===== src/rtl/alu_pkg.sv =====
// Shared definitions for the sequential ALU: opcodes, flag bit positions, FSM states.
package alu_pkg;

    localparam logic [2:0] OP_ADD = 3'd0;
    localparam logic [2:0] OP_CMP = 3'd1;
    localparam logic [2:0] OP_SUB = 3'd2;
    localparam logic [2:0] OP_INC = 3'd3;
    localparam logic [2:0] OP_AND = 3'd4;
    localparam logic [2:0] OP_OR  = 3'd5;
    localparam logic [2:0] OP_XOR = 3'd6;
    localparam logic [2:0] OP_MUL = 3'd7;

    localparam int FLG_C = 0;
    localparam int FLG_Z = 1;
    localparam int FLG_N = 2;
    localparam int FLG_V = 3;

    // state    | meaning
    // ST_IDLE  | ready for an operation; single-cycle ops complete here
    // ST_MULT  | shift-add multiply iterating, inputs ignored
    typedef enum logic {
        ST_IDLE = 1'b0,
        ST_MULT = 1'b1
    } state_t;

endpackage


===== src/rtl/alu_mul_seq.sv =====
// Iterative shift-add multiplier: one partial product per cycle, multiplier LSB first.
// o_done is asserted during the last iteration and o_product already includes that
// iteration's partial product, so the caller can register the final value on that edge.
module alu_mul_seq #(
    parameter int WIDTH = 8
) (
    input  logic               clk,
    input  logic               rst_n,
    input  logic               i_start,
    input  logic [WIDTH-1:0]   i_a,
    input  logic [WIDTH-1:0]   i_b,
    output logic               o_done,
    output logic [2*WIDTH-1:0] o_product
);

    localparam int CW = $clog2(WIDTH + 1);

    logic [2*WIDTH-1:0] r_mcand;
    logic [2*WIDTH-1:0] r_acc;
    logic [WIDTH-1:0]   r_mplier;
    logic [CW-1:0]      r_cnt;
    logic               r_run;
    logic [2*WIDTH-1:0] w_acc_next;

    assign w_acc_next = r_mplier[0] ? (r_acc + r_mcand) : r_acc;
    assign o_done     = r_run & (r_cnt == CW'(1));
    assign o_product  = w_acc_next;

    // Load operands on start, then shift and accumulate while the down-counter runs.
    always_ff @(posedge clk or negedge rst_n) begin
        if (!rst_n) begin
            r_mcand  <= '0;
            r_acc    <= '0;
            r_mplier <= '0;
            r_cnt    <= '0;
            r_run    <= 1'b0;
        end else if (i_start) begin
            r_mcand  <= {{WIDTH{1'b0}}, i_a};
            r_acc    <= '0;
            r_mplier <= i_b;
            r_cnt    <= CW'(WIDTH);
            r_run    <= 1'b1;
        end else if (r_run) begin
            r_acc    <= w_acc_next;
            r_mcand  <= r_mcand << 1;
            r_mplier <= r_mplier >> 1;
            r_cnt    <= r_cnt - 1'b1;
            if (r_cnt == CW'(1)) begin
                r_run <= 1'b0;
            end
        end
    end

endmodule


===== src/rtl/alu_seq.sv =====
// Registered ALU with valid/ready handshake, sticky {V,N,Z,C} flags and an optional
// multi-cycle multiply. Single-cycle ops register their result on the accepting edge.
module alu_seq
    import alu_pkg::*;
#(
    parameter int WIDTH  = 8,
    parameter int MUL_EN = 1
) (
    input  logic             clk,
    input  logic             rst_n,
    input  logic             in_valid,
    output logic             in_ready,
    input  logic [2:0]       op,
    input  logic [WIDTH-1:0] a,
    input  logic [WIDTH-1:0] b,
    output logic             out_valid,
    input  logic             out_ready,
    output logic [WIDTH-1:0] result,
    output logic [WIDTH-1:0] result_hi,
    output logic [3:0]       flags,
    output logic             busy
);

    localparam logic MUL_ON = (MUL_EN != 0);
    localparam int   MSB    = WIDTH - 1;

    state_t             r_state;
    state_t             w_state_next;
    logic [WIDTH-1:0]   r_result;
    logic [WIDTH-1:0]   r_result_hi;
    logic [3:0]         r_flags;
    logic               r_out_valid;

    logic               w_accept;
    logic               w_is_mul;
    logic [WIDTH:0]     w_sum;
    logic [WIDTH-1:0]   w_res;
    logic               w_c;
    logic               w_v;
    logic [3:0]         w_flags;
    logic               w_mul_done;
    logic [2*WIDTH-1:0] w_mul_prod;
    logic [WIDTH-1:0]   w_prod_hi;
    logic [3:0]         w_mul_flags;

    assign in_ready  = (r_state == ST_IDLE) & (~r_out_valid | out_ready);
    assign w_accept  = in_valid & in_ready;
    assign w_is_mul  = (op == OP_MUL);
    assign out_valid = r_out_valid;
    assign result    = r_result;
    assign result_hi = r_result_hi;
    assign flags     = r_flags;
    assign busy      = (r_state == ST_MULT);

    // Single-cycle datapath; CMP shares the subtractor and only its flags are kept.
    always_comb begin
        w_sum = '0;
        w_res = '0;
        w_c   = 1'b0;
        w_v   = 1'b0;
        case (op)
            OP_ADD: begin
                w_sum = {1'b0, a} + {1'b0, b};
                w_res = w_sum[WIDTH-1:0];
                w_c   = w_sum[WIDTH];
                w_v   = (a[MSB] == b[MSB]) && (w_res[MSB] != a[MSB]);
            end
            OP_INC: begin
                w_sum = {1'b0, a} + {{WIDTH{1'b0}}, 1'b1};
                w_res = w_sum[WIDTH-1:0];
                w_c   = w_sum[WIDTH];
                w_v   = !a[MSB] && w_res[MSB];
            end
            OP_SUB, OP_CMP: begin
                w_sum = {1'b0, a} - {1'b0, b};
                w_res = w_sum[WIDTH-1:0];
                w_c   = w_sum[WIDTH];
                w_v   = (a[MSB] != b[MSB]) && (w_res[MSB] != a[MSB]);
            end
            OP_AND:  w_res = a & b;
            OP_OR:   w_res = a | b;
            OP_XOR:  w_res = a ^ b;
            default: w_res = '0;
        endcase
    end

    // Flag word for single-cycle ops; a MUL reaching here (multiplier absent) reports zero.
    always_comb begin
        w_flags        = '0;
        w_flags[FLG_C] = w_c;
        w_flags[FLG_Z] = (w_res == '0);
        w_flags[FLG_N] = w_res[MSB];
        w_flags[FLG_V] = w_v;
        if (w_is_mul) begin
            w_flags = '0;
        end
    end

    assign w_prod_hi = w_mul_prod[2*WIDTH-1:WIDTH];

    // Multiply flags come from the full product.
    always_comb begin
        w_mul_flags        = '0;
        w_mul_flags[FLG_C] = (w_prod_hi != '0);
        w_mul_flags[FLG_Z] = (w_mul_prod == '0);
        w_mul_flags[FLG_N] = w_prod_hi[MSB];
        w_mul_flags[FLG_V] = 1'b0;
    end

    generate
        if (MUL_ON) begin : g_mul
            logic w_mul_start;
            assign w_mul_start = w_accept & w_is_mul;
            alu_mul_seq #(
                .WIDTH (WIDTH)
            ) u_mul (
                .clk       (clk),
                .rst_n     (rst_n),
                .i_start   (w_mul_start),
                .i_a       (a),
                .i_b       (b),
                .o_done    (w_mul_done),
                .o_product (w_mul_prod)
            );
        end else begin : g_nomul
            assign w_mul_done = 1'b0;
            assign w_mul_prod = '0;
        end
    endgenerate

    // FSM state register.
    always_ff @(posedge clk or negedge rst_n) begin
        if (!rst_n) begin
            r_state <= ST_IDLE;
        end else begin
            r_state <= w_state_next;
        end
    end

    // FSM next state: MUL enters MULT only when the multiplier exists.
    always_comb begin
        w_state_next = r_state;
        case (r_state)
            ST_IDLE: begin
                if (w_accept && w_is_mul && MUL_ON) begin
                    w_state_next = ST_MULT;
                end
            end
            ST_MULT: begin
                if (w_mul_done) begin
                    w_state_next = ST_IDLE;
                end
            end
            default: w_state_next = ST_IDLE;
        endcase
    end

    // Output and flag registers; a completion on the consuming edge keeps out_valid high.
    always_ff @(posedge clk or negedge rst_n) begin
        if (!rst_n) begin
            r_result    <= '0;
            r_result_hi <= '0;
            r_flags     <= '0;
            r_out_valid <= 1'b0;
        end else begin
            if (r_out_valid && out_ready) begin
                r_out_valid <= 1'b0;
            end
            if (w_accept && !(w_is_mul && MUL_ON)) begin
                r_out_valid <= 1'b1;
                r_flags     <= w_flags;
                if (op != OP_CMP) begin
                    r_result    <= w_res;
                    r_result_hi <= '0;
                end
            end else if ((r_state == ST_MULT) && w_mul_done) begin
                r_out_valid <= 1'b1;
                r_result    <= w_mul_prod[WIDTH-1:0];
                r_result_hi <= w_prod_hi;
                r_flags     <= w_mul_flags;
            end
        end
    end

endmodule


===== config.mk =====
export PLATFORM = sky130hd
export DESIGN_NAME = alu_seq
export DESIGN_NICKNAME = d
export VERILOG_FILES = /design/src/rtl/alu_pkg.sv /design/src/rtl/alu_mul_seq.sv /design/src/rtl/alu_seq.sv
export SDC_FILE = /design/constraint.sdc
export NUM_CORES = 1
export LEC_CHECK = 0
export CORE_MARGIN = 8
export CORE_UTILIZATION = 65
export CTS_CLUSTER_DIAMETER = 200
export CTS_CLUSTER_SIZE = 30
export DETAILED_ROUTE_END_ITERATION = 7
export DONT_BUFFER_PORTS = 1
export HOLD_SLACK_MARGIN = 0.15
export PLACE_DENSITY = 0.81
export SETUP_SLACK_MARGIN = 0.2
export SLEW_MARGIN = 20
export SYNTH_ARGS = -nofsm -noshare
export SYNTH_HDL_FRONTEND = slang
export SYNTH_SLANG_ARGS = --single-unit

===== constraint.sdc =====
create_clock -name clk -period 8.1 [get_ports clk]
set_input_delay 1.62 -clock clk [delete_from_list [all_inputs] [get_ports clk]]
set_output_delay 1.62 -clock clk [all_outputs]
set_load 0.03 [all_outputs]

# Word level (Yosys, flattened, before mapping)
# Index checks and enable logic that the tools add are counted.
[totals]
ff_bits = 67
latch_bits = 0
ramBits = 0
rom_bits = 0
in_bits = 23
wordCells = 87
mem_count = 0
[op_classes]
addsub = 5
n_mul = 0
div_mod_pow = 0
magnitude_cmp = 0
eq_ne = 14
shift = 0
mux = 30
n_bitwise = 10
n_reduce_logical = 18
[ops]
columns = ["operator", "n"]
rows = [
  ["two-way mux 16 bit", 5],
  ["two-way mux 8 bit", 8],
  ["case mux 8 bit (6 select lines)", 1],
  ["two-way mux 4 bit", 5],
  ["adder 16 bit", 1],
  ["logical NOT 16 bit", 1],
  ["== test 3 bit, second input constant", 4],
  ["adder 8 x 1 -> 9 bit, second input constant", 1],
  ["adder 8 x 8 -> 9 bit", 1],
  ["subtractor 8 x 8 -> 9 bit", 1],
  ["bitwise AND 8 bit", 1],
  ["logical NOT 8 bit", 1],
  ["two-way mux 1 bit", 8],
  ["bitwise OR 8 bit", 1],
  ["nonzero test 8 bit", 1],
  ["XOR 8 bit", 1],
  ["logical AND 1 bit", 7],
  ["== test 3 x 2 -> 1 bit, second input constant", 2],
  ["case mux 1 bit (3 select lines)", 2],
  ["bitwise AND 1 bit", 4],
  ["== test 4 x 1 -> 1 bit, second input constant", 1],
  ["nonzero test 2 bit", 2],
  ["subtractor 4 x 1 -> 4 bit, second input constant", 1],
  ["== test 3 x 1 -> 1 bit, second input constant", 1],
  ["12 further kinds", 16],
]

# Longest topological paths before layout
[logic_depth]
ltp_word = 7
mapped_depth = 12

# Hierarchy
# From an unflattened synthesis, not the netlist that was laid out.
[unflattened]
cells_unflattened = 608
area_unflattened_um2 = 5315.1
[by_module_without_submodules]
columns = ["mod", "n_inst", "cells_each", "area_each_um2"]
rows = [
  ["alu_mul_seq", 1, 307, 2881.5],
  ["alu_seq", 1, 301, 2433.6],
]

# Worst setup path after synthesis
# Ideal clock, no wire load.
[synth_timing]
kind = "input to output"
startpoint = "input out_ready"
endpoint = "output in_ready"
t_arrival_ns = 2.151
path_slack_ns = 4.329
cell_stages = 2
n_path_buf = 0
path_cell_list = "nand2b_1 -> and2_0"
[synth_between]
elab_chain_cells = 2
[synth_lines]
columns = ["element", "line", "text"]
rows = [
  ["from (decl)", "alu_seq.sv:17", "input logic out_ready,"],
  ["bitwise OR 1 bit", "alu_seq.sv:46", "assign in_ready = (r_state == ST_IDLE) & (~r_out_valid | out_ready);"],
  ["bitwise AND 1 bit", "alu_seq.sv:46", ""],
  ["to (decl)", "alu_seq.sv:12", "output logic in_ready,"],
]
# Every way passes these cells.

# Worst setup path after layout
# Ends and elaborated chain as after synthesis.

==> out/metrics.cfg <==
[run_status]
status = completed

[synth]
ys_ff_latch = 67
synth_edf_count = 0
synth_ff_type = dfrtp_1
synthCells = 574
yosysWarnings = 0
yosysTopAreaCell = dfrtp_1
avgSynthCellArea_um2 = 8.82
synth_top_area_share_pct = 33.1
synth-seq-area-share_pct = 33.1
yosys.cell_types.count = 67
synth_area_um2 = 5060
synthesis.nets = 643
postSynth.asyncResetShare_pct = 100
ys_top_cells_by_area = dfrtp_1 (33%), ha_1 (11%), mux2i_1 (8.3%)

[sta]
setup_viol = 0
slew_viol_final = 0
worstMarginPinSlew_ns = 0.811
holdWs_ns = 0.543
rsz0062_at_grt = false
max_slew_margin_pct = 44.5
skew_ns = 0.00885
setup_ws_ns = 4.26
fin_tns_setup_ns = 0
period_minus_slack_ns = 3.84
fin_crit_sh_pct = 47.4
final-hold-violation-count = 0
timing.fmax_mhz = 261

[detailed_routing]
routed_wl_um = 12900
via_count = 4317
avgViaCountPerCell = 6.48
drt_pass1_iterations = 5
postRouteAntennaNets = 0
wl_per_cell_um = 19.4
drcViolationCount = 0
drtIter0Drc = 287

[clock_network]
numCtsBuffers = 9
cts_tree = built
htreeDepth = 3
cts_resized = 0
post_cts_buffers = 0
path_clk_slew_ns = 0.08
cts-hold-fix-buffers = 0
clk_latency_ns = 0.35
cts_sinks = 67
clk_root_buffer_cell = clkbuf_8
clk_path_buf_depth = 2

[power]
p_seq_share_pct = 35.8
clock_power_share_pct = 13.1
power.density_nw_per_um2 = 354
p_sw_mw = 0.887
p_int_mw = 0.975
p_leak_nw = 2.37
sw_frac_of_total_pct = 47.7
p_comb_share_pct = 51.0
irDropWorstVdd_uv = 161

[die]
die_h_um = 104
rows = 32
chipWidth_um = 104
core_area_um2 = 7650
ios = 46
die-area_um2 = 10900
initial_utilization_pct = 66.2

[placed_design]
dp.final_hpwl_um = 9710
place_congestion = 0.979
port_buffers = 0
dp_slack_ns = 4.13
placed_area_um2 = 5090

[global_routing]
grt_max_degree = 68
overflow = 0
grt_pass1_wl_um = 21300
grt_use_total_pct = 23.7
antenna_found_initial = 0
grt_pass1_vias = 4294

[critical_path]
reg2reg_setup_slack_ns = 4.90
crit_required_ns = 6.48
path_class = in2out
timing.critical_path.buf_inv = 0
cp_max_fo = 4
critPathArrivalTime_ns = 2.22
critical_path.cell_chain = nand2b_1 > and2_0
max_stage_delay_ns = 0.49
r2r-start = g_mul.u_mul.r_mcand[0]
crit_end = in_ready
startpoint = out_ready
ff2ff_path_depth = 10
slowest_stage = and2_0
critical_path_depth = 2
worstSetupStartpointType = primary input
critPathTopFamily = simple AND/OR/NAND/NOR gates
cp-end-kind = primary output
r2r-end = flags[0]

[final_layout]
drive_above_1_share_pct = 6.38
fin_area_um2 = 5260
area_growth_pct = 3.96
layout.nets = 628
diodes = 0

[min_path]
hold_path_class = reg2reg

[run]
maxCapViolations = 0

==> registers in the layout (all words and copies together), names as in the netlist <==
register / flops
result: 8
g_mul.u_mul.r_cnt: 4
g_mul.u_mul.r_run: 1
out_valid: 1
result_hi: 8
g_mul.u_mul.r_acc: 16
g_mul.u_mul.r_mplier: 8
busy: 1
flags: 4
g_mul.u_mul.r_mcand: 16
==> synthesized netlist by cell type (12+ instances only) <==
library cell	number
clkbuf_1	19
a211oi_1	21
nand3_1	12
a21oi_1	20
nor2_1	56
inv_1	31
nor3_1	12
mux2i_1	42
xnor2_1	17
o21ai_0	37
ha_1	43
nand2_1	56
dfrtp_1	67
o22ai_1	14
==> layer usage <==
layer / GRT usage [%] / wire, um / up-vias
met1: 28.7 / 5420 / 2073
met4: 9.51 / 359 / 0
met3: 5.20 / 843 / 29
met5: 0 / 0 / -
met2: 40.1 / 6290 / 144
li1: - / - / 2071
==> through the flow <==
stage	util [%]	instances	total power, mW
after floorplan	-	574	1.40
after global placement	66.6	650	1.57
after detailed placement	66.6	650	1.61
after CTS	68.8	666	1.86
after global routing	68.8	666	1.99
final	68.8	666	1.86
==> placed cells by master, fill, tap and decap left out, drive strengths merged, types with 10 or more instances in the layout <==
cell type,instances
ha,43
xnor2,17
a21o,10
a211oi,22
dfrtp,67
nor3,14
nand3,12
nand2,56
mux2i,42
inv,31
nor2,56
a21oi,20
o22ai,14
o21ai,39
==> power by group through the flow <==
stage / registers [mW] / clock network (mW) / logic, mW
floorplan: 0.631 / 0 / 0.768
global placement: 0.666 / 0 / 0.902
detailed placement: 0.672 / 0 / 0.936
CTS: 0.666 / 0.248 / 0.942
finish: 0.667 / 0.245 / 0.950
global route: 0.684 / 0.263 / 1.05
==> worst min path at each step <==
stage / slack [ns] / end / depth (start not counted) / from
after floorplan: 0.49 / g_mul.u_mul.r_cnt[3] / 2 / g_mul.u_mul.r_cnt[3]
after global placement: 0.51 / g_mul.u_mul.r_cnt[3] / 2 / g_mul.u_mul.r_cnt[3]
after detailed placement: 0.53 / g_mul.u_mul.r_cnt[3] / 2 / g_mul.u_mul.r_cnt[3]
after CTS: 0.55 / g_mul.u_mul.r_cnt[3] / 2 / g_mul.u_mul.r_cnt[3]
after global routing: 0.58 / g_mul.u_mul.r_cnt[3] / 2 / g_mul.u_mul.r_cnt[3]
final: 0.54 / g_mul.u_mul.r_cnt[3] / 2 / g_mul.u_mul.r_cnt[3]
==> cell families (layout without fill, tap and decap cells) <==
kind of cell	count (synthesis)	in the layout	synth area share, %
AND/OR/NAND/NOR	178	178	16.4
AO/OA/AOI/OAI	158	158	21.5
flip-flops	67	67	33.1
buffers and inverters	61	51	4.89
adder cells (fa/ha/maj)	46	46	11.8
multiplexers	44	44	8.75
XOR/XNOR	20	20	3.46
==> layout make-up <==
class	instances	area [um2]
inverter	32	120
clock inverter	7	45.0
clock buffer	9	124
fill	650	2390
timing repair buffer	3	22.5
sequential	67	1680
tap	102	128
multi-input combinational	446	3140
(Power assumes the default switching activity.)
